### config.mk
export PLATFORM = sky130hd
export DESIGN_NAME = fifo_rd_ptr_empty
export DESIGN_NICKNAME = d
export VERILOG_FILES = /design/src/rtl/fifo_rd_ptr_empty.sv
export SDC_FILE = /design/constraint.sdc
export NUM_CORES = 1
export LEC_CHECK = 0
export ABC_CLOCK_PERIOD_IN_PS = 1900
export CAP_MARGIN = 20
export CORE_MARGIN = 3
export CORE_UTILIZATION = 39
export DETAILED_ROUTE_END_ITERATION = 12
export PLACE_DENSITY = 0.73
export SKIP_CTS_REPAIR_TIMING = 1
export SYNTH_ARGS = -nofsm -noshare
export SYNTH_HDL_FRONTEND = slang
export SYNTH_SLANG_ARGS = --single-unit
### constraint.sdc
create_clock -name clk -period 1.9 [get_ports clk]
set_input_delay 0.475 -clock clk [delete_from_list [all_inputs] [get_ports clk]]
set_output_delay 0.475 -clock clk [all_outputs]
set_load 0.02 [all_outputs]
### src/rtl/fifo_rd_ptr_empty.sv
// rtl/fifo_rd_ptr_empty.sv - async FIFO read-domain pointer and empty flag; optional RD_UNDERFLOW_EN adds sticky underflow
module fifo_rd_ptr_empty #(
    parameter int ADDRBITS = 4
) (
    input  logic                clk,
    input  logic                rst_n,
    input  logic                rd_en,
    input  logic [ADDRBITS:0]   wptr_gray,
    output logic [ADDRBITS-1:0] raddr,
    output logic [ADDRBITS:0]   readptr,
    output logic [ADDRBITS:0]   rptr_gray,
    output logic [ADDRBITS:0]   writeptrsynbinary,
    output logic                empty
`ifdef RD_UNDERFLOW_EN
    ,
    output logic                underflow
`endif
);

    logic [ADDRBITS:0] wptr_sync1;
    logic [ADDRBITS:0] wptr_sync2;
    logic [ADDRBITS:0] readptr_next;
    logic [ADDRBITS:0] rgray_next;
    logic              rd_ok;

    // Two-flop synchronizer for the Gray write pointer; nothing between the flops.
    always_ff @(posedge clk or negedge rst_n) begin
        if (!rst_n) begin
            wptr_sync1 <= '0;
            wptr_sync2 <= '0;
        end else begin
            wptr_sync1 <= wptr_gray;
            wptr_sync2 <= wptr_sync1;
        end
    end

    // Gray-to-binary of the synchronized write pointer: each bit is the XOR of all Gray bits at or above it.
    always_comb begin
        logic [ADDRBITS:0] shifted;
        shifted           = '0;
        writeptrsynbinary = '0;
        for (int i = 0; i <= ADDRBITS; i++) begin
            shifted              = wptr_sync2 >> i;
            writeptrsynbinary[i] = ^shifted;
        end
    end

    // Next read pointer and its Gray code; a read only advances when the FIFO is not empty.
    always_comb begin
        rd_ok        = rd_en & ~empty;
        readptr_next = readptr + {{ADDRBITS{1'b0}}, rd_ok};
        rgray_next   = readptr_next ^ (readptr_next >> 1);
    end

    // Pointer registers and empty flag; empty compares against the pre-edge synchronized pointer.
    always_ff @(posedge clk or negedge rst_n) begin
        if (!rst_n) begin
            readptr   <= '0;
            rptr_gray <= '0;
            empty     <= 1'b1;
        end else begin
            readptr   <= readptr_next;
            rptr_gray <= rgray_next;
            empty     <= (rgray_next == wptr_sync2);
        end
    end

    assign raddr = readptr[ADDRBITS-1:0];

`ifdef RD_UNDERFLOW_EN
    // Sticky underflow: set by any read request while empty, cleared only by reset.
    always_ff @(posedge clk or negedge rst_n) begin
        if (!rst_n) begin
            underflow <= 1'b0;
        end else if (rd_en && empty) begin
            underflow <= 1'b1;
        end
    end
`endif

endmodule

-- Word-level counts from Yosys, hierarchy flattened
Index checks and enable logic that the tools add are counted.
- bits in registers: 21
- word-level logic and storage cells: 15
- input bits: 8
- output and inout bits: 20
- bitwise operators: 3
- reduce and logical (&&, ||, !) cells: 5
- $add $sub $neg: 1
- eq/ne operators: 1
- operators by type and width (operator ; number):
    $reduce_xor 5->1 ; 5
    $add 5x1->5 ; 1
    $eq 5x5->1 ; 1
    $xor 5x4->5 ; 1
    $and 1x1->1 ; 1
    $not 1->1 ; 1

-- Longest topological paths before layout
- depth in word-level cells: 5
- mapped depth: 7
- gate-level depth less buffers: 7

-- Least setup slack after synthesis
No wires, ideal clock.
- path kind: register to output
- start: reg wptr_sync2[4]
- end: out writeptrsynbinary[0]
- cell stages (with the launch flop): 5
- data arrival time: 1.888 ns
- data required time: 1.425 ns
- slack: -0.463 ns
- buffers on the path: 0
- cells stage by stage: dfrtp_1 xor2_1 xnor2_1 xnor2_1 xor2_1
- cells in the longest elaborated chain, start to end: 1
- ends and longest elaborated chain (item ; RTL line ; source):
    start, declared ; 21 ; logic [ADDRBITS:0] wptr_sync2;
    start signal, assigned ; 33 ; wptr_sync2 <= wptr_sync1;
    $reduce_xor 5->1 ; 44 ; writeptrsynbinary[i] = ^shifted;
    end, declared ; 12 ; output logic [ADDRBITS:0] writeptrsynbinary,
Every way passes these cells.

-- Final worst setup path
Same ends and word-level chain as after synthesis.

==> impl_metrics.py <==
metrics = {
    "power_and_ir_drop": {
        "pwr-share-clk_pct": 14.1,
        "power.leakage_nw": 0.722,
        "power_per_cell_area_nw_per_um2": 1690,
        "p_seq_share_pct": 29.3,
        "ir_drop_uv": 980,
        "p_comb_share_pct": 56.6,
        "p_int_mw": 1.52,
        "p_sw_share_pct": 36.5,
        "switchingPower_uw": 876,
    },
    "routing": {
        "vias_per_cell": 4.48,
        "drc": 0,
        "num_vias": 560,
        "drt-initial-drc-count": 2,
        "wl_per_cell_um": 12.9,
        "finalWirelength_mm": 1.62,
        "first_pass_iters": 2,
        "ant_nets": 0,
    },
    "sta": {
        "hold_violations": 0,
        "tns_ps": -638,
        "setup_viol": 4,
        "maxSlewHeadroom_pct": 76.4,
        "clock_skew_ps": 4.89,
        "worst_slew_pin_slew_ps": 352,
        "rsz0062_at_grt": "true",
        "post-route-min-period_ps": 2220,
        "slew_violations": 0,
        "fin_ws_ps": -322,
        "finalCritPeriodShare_pct": 117,
        "fmax_ghz": 0.450,
    },
    "die": {
        "dieArea_sq_um": 2730,
        "die_w_um": 52.3,
        "rows": 16,
        "start_util_pct": 41.8,
        "core_area_sq_um": 2000,
        "dieHeight_um": 52.3,
        "io_pins": 28,
    },
    "finish": {
        "diodes": 0,
        "drive_gt1_share_pct": 41.8,
        "final_util_pct": 70.9,
        "final_cells": 125,
        "stdcell_area_sq_um": 1420,
        "final_cell_mix": "15 x buf_4, 15 x dfrtp_1, 12 x dlymetal6s2s_1, 12 x clkdlybuf4s50_1, 7 x xor2_1",
        "nets": 109,
        "synthToLayoutAreaGrowth_pct": 69.8,
    },
    "synthesis": {
        "synth-async-reset-ratio_pct": 100,
        "synthDistinctLibCells": 17,
        "synth_flop_cell": "dfrtp_1",
        "syn_nets": 67,
        "netlist_instances": 57,
        "ys_ff_latch": 20,
        "synth_edf_count": 0,
        "ys_warn_count": 0,
        "synth_area_per_cell_sq_um": 14.7,
        "synth_seq_area_share_pct": 60.0,
        "syn_area_sq_um": 836,
    },
    "clocking": {
        "numCtsBuffers": 3,
        "cts_sinks": 20,
        "clk_pin_slew_ps": 110,
        "clock-root-buffer": "clkbuf_4",
        "insertion_delay_ps": 300,
        "htree_levels": 1,
        "cts_buffer_depth": 2,
        "cts_tree": "built",
    },
    "worst_setup_path": {
        "cp-start-kind": "flop",
        "critPathArrivalTime_ps": 1750,
        "critPathRequiredTime_ps": 1420,
        "worstSetupPathType": "flop to output port",
        "cp-end-kind": "output port",
        "worstPathMaxFanout": 2,
    },
    "status": {
        "violations": "negative setup slack",
        "status": "finished with violations",
    },
    "global_route": {
        "grt_pass1_wl_mm": 2.58,
        "gr-total-overflow": 0,
        "grt_max_degree": 15,
        "grt.total_usage_pct": 13.5,
        "antenna_found_initial": 0,
        "grt_pass1_vias": 596,
    },
    "placement": {
        "dp_cells": 118,
        "dp_hpwl_mm": 1.15,
        "post-place-ws_ps": -604,
        "port-buffer-count": 27,
        "dpl_cell_area_sq_um": 1260,
        "gp_congestion": 0.826,
    },
    "job": {
        "drv_cap": 0,
    },
    "hold_path": {
        "min-delay-path-class": "flop to flop",
    },
}
==> final cells by class <==
cell class / instances / area, sq um
inverters: 2 / 7.51
clock buffers: 3 / 22.5
multi-input cells: 29 / 382
fillers: 140 / 583
clock inverters: 1 / 30.0
flip-flops and latches: 20 / 507
well taps: 27 / 33.8
repair buffers: 43 / 437
==> power by group through the flow <==
stage | clock network [mW] | logic [mW] | registers, mW
6_report | 0.338 | 1.36 | 0.703
5_1_grt | 0.372 | 1.44 | 0.724
4_1_cts | 0.350 | 1.30 | 0.687
3_5_place_dp | 0 | 1.29 | 0.696
3_3_place_gp | 0 | 1.27 | 0.689
2_1_floorplan | 0 | 0.668 | 0.813
==> logic make-up (layout without fill, tap and decap cells) <==
logic type,Yosys count,in the layout,share of synthesized area (%)
AO/OA/AOI/OAI,1,1,1.80
XOR/XNOR,17,17,22.8
adder cells (fa/ha/maj),2,2,2.99
buffers and inverters,8,49,6.29
flip-flops,20,20,60.0
AND/OR/NAND/NOR,9,9,6.14
==> sequential cells by signal (all words and copies together), names as in the netlist <==
register / count
rptr_gray: 4
readptr: 5
empty: 1
wptr_sync2: 5
wptr_sync1: 5
==> worst paths after layout <==
path | start | endpoint | slack (ps) | cells past startpoint
max | wptr_sync2[4] | writeptrsynbinary[0] | -320 | 6
min | wptr_sync1[2] | wptr_sync2[2] | 360 | 0
max reg2reg | empty | empty | -80 | 7
min reg2reg | wptr_sync1[2] | wptr_sync2[2] | 360 | 0
max in group asynchronous | rst_n | readptr[2] | 940 | 2
min in group asynchronous | rst_n | wptr_sync1[4] | 440 | 1
==> through the flow <==
stage                     power, mW  hold WS, ps
final                          2.40          362
after floorplan                1.48          179
after CTS                      2.34          362
after global placement         1.95          334
after global routing           2.54          386
after detailed placement       1.99          336
==> cell usage after synthesis (all sizes together), types with 2 or more instances <==
master  number  area [sq um]
nand3        3          15.0
xnor2        6          71.3
xor2        10          95.1
ha           2          25.0
buf          6          45.0
dfrtp       19           475
inv          2          7.51
nand2        2          7.51
==> per-layer routing <==
layer | up-vias | track usage (%) | part of all wire, %
met5 | - | 0 | 0
met4 | 0 | 8.94 | 2.2
met3 | 4 | 3.42 | 6.5
met2 | 21 | 23.3 | 54
met1 | 280 | 14.3 | 38
li1 | 255 | - | -
==> critical path, stage by stage (launching register included) <==
cell and delay (ps):
dfrtp_2 460, xor2_4 200, xnor2_2 250, xnor2_2 150, buf_4 140, xor2_2 120
buf_6 130
Power figures use the tool's default switching activity.
==> edit: new RTL, config.mk and constraints unchanged <==
Set the parameter `ADDRBITS` to 3 (it was 4).
--- a/src/rtl/fifo_rd_ptr_empty.sv
+++ b/src/rtl/fifo_rd_ptr_empty.sv
@@ -1,6 +1,6 @@
 // rtl/fifo_rd_ptr_empty.sv - async FIFO read-domain pointer and empty flag; optional RD_UNDERFLOW_EN adds sticky underflow
 module fifo_rd_ptr_empty #(
-    parameter int ADDRBITS = 4
+    parameter int ADDRBITS = 3
 ) (
     input  logic                clk,
     input  logic                rst_n,
Interface: changed (5 resized); port bits go from 28 to 23. The function was not compared with the original's and may differ.
==> edit against the unedited design <==
The run still ends with negative setup slack left. Cell area shrank 13%. Combinational power fell by 6%. Setup slack gained 0.23 ns. Sequential share of layout area decreased by 2.7 points. Global-route usage rose by 0.19 points. Total power fell by 16%. Synthesized cell count rose by 16%. Core utilization decreased by 3.5 points. Area after synthesis down 4.5%. Sequential cell count shrank 4. Routed wire length shrank 0.31%. Register-to-register slack lost 0.02 ns.
==> edit: results <==
group,metric,value,unit
outcome,status,"finished with violations",
outcome,violations,"negative setup slack",
synth,ys_types,28,
sta,setup_viol,2,
synth,ys_top_cells_by_count,"dfrtp_1 (15), buf_4 (8), xor2_1 (6)",
power,pwr-share-comb,63.0,%
global_routing,grt_util_all_layers,13.7,%
final_layout,clk_share,2.96,%
routing,routed_wl,1610,um
critical_path,arrival,2.23,ns
final_layout,stdcell_area,0.00123,mm^2
clocking,clk_pin_slew,0.09,ns
sta,tightest_slew,0.259,ns
placed_design,placed_cell_area,0.00113,mm^2
final_layout,n_all_buffers,36,
sta,skew,0.00234,ns
power,sw_frac_of_total,37.7,%
placed_design,portBuffers,22,
final_layout,multi_input_cells,39,
synth,synth_nets,75,
final_layout,nFillCells,134,
global_routing,grt_pass1_wl,2640,um
final_layout,sh_seq_area,33.0,%
power,powerClk,225,uW
global_routing,grt_pass1_vias,555,
synth,ys_seq_area_share,50.3,%
routing,avgViaCountPerCell,4.62,
final_layout,drive_gt1_share,35.1,%
sta,layout_setup_ws,-0.0955,ns
placed_design,dp_hpwl,1120,um
final_layout,n_sequential_cell,16,
critical_path,crit_fanout,3,
final_layout,largest_registers,"readptr x4, wptr_sync1 x4, wptr_sync2 x4",
power,ir_worst_vdd,1.05,mV
final_layout,multi_input_area_share,33.4,%
placed_design,routabilityCongestion,0.757,
global_routing,grt_max_degree,17,
==> edit: cell families after synthesis <==
| kind of cell | after synthesis | share of synthesized area, % |
|---|---|---|
| adder cells (fa/ha/maj) | 2 | 3.13 |
| AO/OA/AOI/OAI | 8 | 8.15 |
| multiplexers | 2 | 2.51 |
| buffers and inverters | 11 | 9.88 |
| XOR/XNOR | 11 | 13.8 |
| flip-flops | 16 | 50.3 |
| AND/OR/NAND/NOR | 16 | 12.2 |
==> edit: path summary, 6_finish.rpt <==
path                                from            end  slack [ns]  depth (start not counted)
max                                empty          empty        -0.1                          7
min                        wptr_sync1[2]  wptr_sync2[2]        0.35                          0
max reg2reg                        empty          empty        -0.1                          7
min reg2reg                wptr_sync1[2]  wptr_sync2[2]        0.35                          0
max in group asynchronous          rst_n          empty        1.16                          2
min in group asynchronous          rst_n     readptr[1]        0.50                          2
==> edit: metrics by stage <==
step | setup slack [ns] | instances | hold WS (ns) | power, mW | setup TNS (ns)
after global routing | -0.184 | 122 | 0.366 | 2.15 | -0.376
after detailed placement | -0.425 | 116 | 0.335 | 1.74 | -0.863
after CTS | -0.524 | 120 | 0.356 | 1.98 | -1.59
final | -0.0955 | 122 | 0.355 | 2.02 | -0.136
after floorplan | 0.0139 | 66 | 0.179 | 1.34 | 0
after global placement | -0.364 | 116 | 0.333 | 1.72 | -0.679
==> edit: metal layers <==
metal	up-vias	global-route usage, %	routed length (um)	part of all wire, %
met2	20	20.8	804	50
met5	-	0	0	0
met4	0	2.62	0	0
met3	0	5.25	117	7.3
li1	275	-	-	-
met1	269	18.8	688	43
==> edit: worst max-delay path, cell delays in order, from the launching register on <==
cell     delay (ns)
dfstp_2        0.57
nor2b_4        0.05
ha_4           0.16
ha_4           0.18
xnor2_4        0.14
xnor3_1        0.43
nor4_2         0.22
o311a_1        0.20
